**config.mk**
```make
export PLATFORM = sky130hd
export DESIGN_NAME = instr_mem_loadable
export DESIGN_NICKNAME = d
export VERILOG_FILES = /design/src/rtl/instr_mem_loadable.sv
export SDC_FILE = /design/constraint.sdc
export NUM_CORES = 1
export LEC_CHECK = 0
export CORE_MARGIN = 3
export CORE_UTILIZATION = 40
export DETAILED_ROUTE_END_ITERATION = 12
export GPL_ROUTABILITY_DRIVEN = 0
export PLACE_DENSITY = 0.62
export SYNTH_ARGS = -nofsm -noshare
export SYNTH_HDL_FRONTEND = slang
export SYNTH_SLANG_ARGS = --single-unit
```
**constraint.sdc**
```tcl
create_clock -name clk -period 5.6 [get_ports clk]
set_input_delay 0.84 -clock clk [delete_from_list [all_inputs] [get_ports clk]]
set_output_delay 0.84 -clock clk [all_outputs]
set_load 0.005 [all_outputs]
```
**src/rtl/instr_mem_loadable.sv**
```systemverilog
// Loadable instruction memory: program-load port, IDLE/LOAD/RUN/HALT controller,
// registered fetch with valid strobe, sticky out-of-range fault and fetch counter.
module instr_mem_loadable #(
  parameter int                DATA_W   = 32,
  parameter int                ADDR_W   = 8,
  parameter int                DEPTH    = 14,
  parameter logic [2:0]        IF_CODE  = 3'd0,
  parameter logic [DATA_W-1:0] NOP_WORD = '0
) (
  input  logic              clk,
  input  logic              rst_n,
  input  logic              prog_start,
  input  logic              prog_we,
  input  logic [ADDR_W-1:0] prog_addr,
  input  logic [DATA_W-1:0] prog_data,
  input  logic              prog_done,
  input  logic [2:0]        cpu_state,
  input  logic [ADDR_W-1:0] pc,
  output logic [DATA_W-1:0] instr,
  output logic              instr_valid,
  output logic              fetch_fault,
  output logic              ready,
  output logic [15:0]       fetch_cnt
);

  localparam int                IDX_W   = (DEPTH > 1) ? $clog2(DEPTH) : 1;
  localparam logic [ADDR_W:0]   DEPTH_W = (ADDR_W + 1)'(DEPTH);

  typedef enum logic [1:0] {IDLE, LOAD, RUN, HALT} state_t;

  state_t              state_reg, state_next;
  logic [DATA_W-1:0]   mem [DEPTH];
  logic [DATA_W-1:0]   instr_reg;
  logic                valid_reg;
  logic                fault_reg;
  logic                ready_reg;
  logic [15:0]         cnt_reg;

  logic                fetch_req;
  logic                pc_in_range;
  logic                prog_in_range;

  always_comb begin
    state_next    = state_reg;
    fetch_req     = (state_reg == RUN) && (cpu_state == IF_CODE);
    pc_in_range   = {1'b0, pc} < DEPTH_W;
    prog_in_range = {1'b0, prog_addr} < DEPTH_W;
    case (state_reg)
      IDLE: if (prog_start) state_next = LOAD;
      LOAD: begin
        if (prog_start)     state_next = LOAD;
        else if (prog_done) state_next = RUN;
      end
      RUN: begin
        if (prog_start)                     state_next = LOAD;
        else if (fetch_req && !pc_in_range) state_next = HALT;
      end
      HALT: if (prog_start) state_next = LOAD;
      default: state_next = IDLE;
    endcase
  end

  // Memory contents deliberately survive reset so a reset mid-load keeps written words.
  always_ff @(posedge clk) begin
    if (state_reg == LOAD && prog_we && prog_in_range)
      mem[prog_addr[IDX_W-1:0]] <= prog_data;
  end

  always_ff @(posedge clk) begin
    if (!rst_n) begin
      state_reg <= IDLE;
      instr_reg <= '0;
      valid_reg <= 1'b0;
      fault_reg <= 1'b0;
      ready_reg <= 1'b0;
      cnt_reg   <= '0;
    end else begin
      state_reg <= state_next;
      ready_reg <= (state_next == RUN);
      valid_reg <= fetch_req;
      if (fetch_req)
        instr_reg <= pc_in_range ? mem[pc[IDX_W-1:0]] : NOP_WORD;
      // Re-entering LOAD wins over any fetch bookkeeping in the same cycle.
      if (prog_start) begin
        fault_reg <= 1'b0;
        cnt_reg   <= '0;
      end else if (fetch_req) begin
        if (!pc_in_range)             fault_reg <= 1'b1;
        else if (cnt_reg != 16'hFFFF) cnt_reg   <= cnt_reg + 16'd1;
      end
    end
  end

  assign instr       = instr_reg;
  assign instr_valid = valid_reg;
  assign fetch_fault = fault_reg;
  assign ready       = ready_reg;
  assign fetch_cnt   = cnt_reg;

endmodule
```
==> impl_metrics.tcl <==
set metrics [dict create \
    avgSynthCellArea_um2 18.43 \
    regToRegSetupSlack_ns 3.05 \
    ir_drop_uv 196.1 \
    worst_skew_pair.late_latency_ns 0.57 \
    timing.critical_path.from_type "input pin" \
    antenna_cells 0 \
    detail_route.drc_violations 0 \
    area_growth_pct 17.79 \
    worstHoldStart "instr[9]" \
    instances_no_fill 1811 \
    worstSetupPathType "in -> reg" \
    synth.largest_area_cell "edfxtp_1" \
    switching_share_pct 20.30 \
    final_hold_vio_count 0 \
    ys.flop_type "edfxtp_1" \
    yosysSeqAreaShare_pct 75.71 \
    numCtsBuffers 51 \
    synthArstFlopShare_pct 0 \
    timing.hold.worst_endpoint "instr[9]" \
    layout.nets 1223 \
    synth_top_cells_by_area "edfxtp_1, mux4_2, dfxtp_1, mux2i_1, mux2_2" \
    cts_htree_levels 2 \
    r2r_end "instr[31]" \
    via_count_of_the_first_global_routing_pass 9951 \
    min_path_type "reg -> reg" \
    max_clock_freq_mhz 339.0 \
    grt_max_degree 89 \
    final-setup-viol-count 0 \
    post_route_cells_drive_above_1_share_pct 17.36 \
    drt-total-wl_um 40310 \
    grt_setup_unrepaired "no" \
    period_share_pct 52.68 \
    antenna_violations_before_repair 1 \
    cts-root-to-sink-buffers 3 \
    clk_pin_slew_ns 0.06 \
    floorplan.initialDensity_pct 40.83 \
    synth-edff-count 448 \
    max-cap-violations 0 \
    worst_setup_path_end_kind "flop" \
    synth.most_common_cell "edfxtp_1" \
    synth_cells 1040 \
    combPwrFrac_pct 3.9 \
    postCtsSetupRepairBufs 0 \
    vias 9633 \
    cellPowerDensity_nw_per_um2 337.0 \
    post_drt_wl_per_cell_um 22.26 \
    clk_root_buffer_cell "clkbuf_16" \
    syn_nets 1100 \
    drv_slew 0 \
    drt_pass1_iterations 7 \
    chipHeight_um 224.9 \
    worstMarginPinSlew_ns 1.190 \
    hold_depth 2 \
    clock_sinks 501 \
    design.core.area_um2 46950 \
    r2r.worst_path.cells 7 \
    portBuffers 106 \
    yosys.area.top_type_share_pct 70.17 \
    groute.usage.overall_pct 16.11 \
    floorplan.rows 79 \
    finalCoreUtilization_pct 48.10 \
    first_pass_grt_wire_length_um 61470 \
    drt-vias-per-instance 5.319 \
    required_time_of_the_critical_path_ns 5.85 \
    io_pins 107 \
    post-dp-hpwl_um 23490 \
    yosys-top-cells-count "edfxtp_1, mux2i_1, mux4_2" \
    totalNegativeSetupSlack_ns 0 \
    placed_cells_incl_taps 1717 \
    power_leakage_nw 7.146 \
    netlist-cell-type-count 39 \
    timing.critical_path.arrival_ns 3.20 \
    number_of_nets_with_antenna_violations_after_routing 0 \
    dieWidth_um 224.9 \
    post_cts_hold_buffer_count 0 \
    grt_remaining_overflow 0 \
    power.sequential.fraction_pct 53.5 \
    finalCriticalPeriod_ns 2.950 \
    clockPowerShare_pct 42.6 \
    cell_area_after_synthesis_um2 19170 \
    run_status "finished clean" \
    critical_path_peak_fanout 17 \
    holdWs_ns 0.4572 \
    final.setup_skew_ns 0.01014 \
    drtIter0Drc 763 \
    timing.rr.start "state_reg[0]" \
    ys_seq_elements 501 \
    power.net_switching_mw 1.545 \
    yosys_warnings 0 \
    fp.dieArea_um2 50590 \
    worst_slew_margin_rel_pct 20.46 \
    largest_register_ffs 448 \
    design_internal_power_mw 6.065 \
    post_cts.resized_instances 0 \
    tritoncts "yes" \
]
power by group through the flow:
| stage | logic, mW | clock network, mW | registers (mW) |
|---|---|---|---|
| after floorplan | 0.162 | 0 | 4.15 |
| after global placement | 0.297 | 0 | 4.15 |
| after detailed placement | 0.303 | 0 | 4.15 |
| after CTS | 0.304 | 3.31 | 4.07 |
| after global routing | 0.325 | 3.48 | 4.07 |
| final | 0.297 | 3.24 | 4.07 |
layout by cell type, fill, tap and decap left out, types with 23 or more instances in the layout:
| master | netlist | routed |
|---|---|---|
| dfxtp_1 | 53 | 53 |
| a211oi_1 | 33 | 33 |
| clkdlybuf4s50_1 | 0 | 102 |
| o21ai_0 | 35 | 35 |
| a22oi_1 | 32 | 32 |
| mux4_2 | 64 | 64 |
| buf_4 | 3 | 23 |
| nor2b_1 | 33 | 33 |
| clkbuf_16 | 0 | 51 |
| mux2_2 | 32 | 32 |
| o31ai_1 | 32 | 32 |
| nand2_1 | 47 | 47 |
| mux2i_1 | 64 | 64 |
| edfxtp_1 | 448 | 448 |
cell type report:
class / instances / area [µm²]
inverter: 4 / 15.01
fill: 3866 / 24370
timing repair buffer: 128 / 1219
clock inverter: 33 / 251.5
tap: 607 / 759.5
multi-input combinational: 477 / 4489
clock buffer: 61 / 1334
sequential: 501 / 14510
routing by layer:
metal / vias up / GRT usage [%] / share of wire, %
met5: - / 0 / 0
met4: 0 / 4.039 / 2.0
met3: 58 / 2.970 / 4.3
met2: 185 / 26.72 / 49
met1: 4953 / 22.27 / 44
li1: 4437 / - / -
critical path: stages:
cell and delay, ns:
clkdlybuf4s50_1 0.39, nor4_1 0.26, nand3_1 0.18, inv_1 0.11
nand3b_1 0.29, nor2_4 0.70, buf_4 0.41
stage by stage:
| step | instance area (µm²) | worst slack (ns) | power [mW] |
|---|---|---|---|
| after detailed placement | 21000 | 2.013 | 4.452 |
| after floorplan | 19170 | 1.333 | 4.312 |
| after CTS | 22580 | 2.631 | 7.686 |
| after global placement | 21000 | 2.012 | 4.446 |
| after global routing | 22580 | 2.533 | 7.868 |
| final | 22580 | 2.650 | 7.609 |
worst max path at each step:
stage / from / endpoint / slack, ns / depth (start not counted)
floorplan: prog_addr[7] / mem[0][0] / 1.33 / 4
global placement: prog_addr[7] / mem[1][28] / 2.01 / 5
detailed placement: prog_addr[7] / mem[1][28] / 2.01 / 5
CTS: prog_addr[7] / mem[9][12] / 2.63 / 7
global route: prog_addr[7] / mem[1][1] / 2.53 / 5
finish: prog_addr[7] / mem[9][31] / 2.65 / 7
kinds of logic (layout without fill, tap and decap cells):
logic type | Yosys count | in the layout | share of synthesized area, %
DFF | 501 | 501 | 75.71
and+or+nand+nor | 163 | 163 | 4.484
muxes | 160 | 160 | 12.74
AOI/OAI and AO/OA | 137 | 137 | 4.843
buffers and inverters | 62 | 226 | 1.371
xor gates and xnor gates | 13 | 13 | 0.5939
adders and majority gates | 4 | 4 | 0.2611
Note: power is estimated with default switching activity, not from simulation.
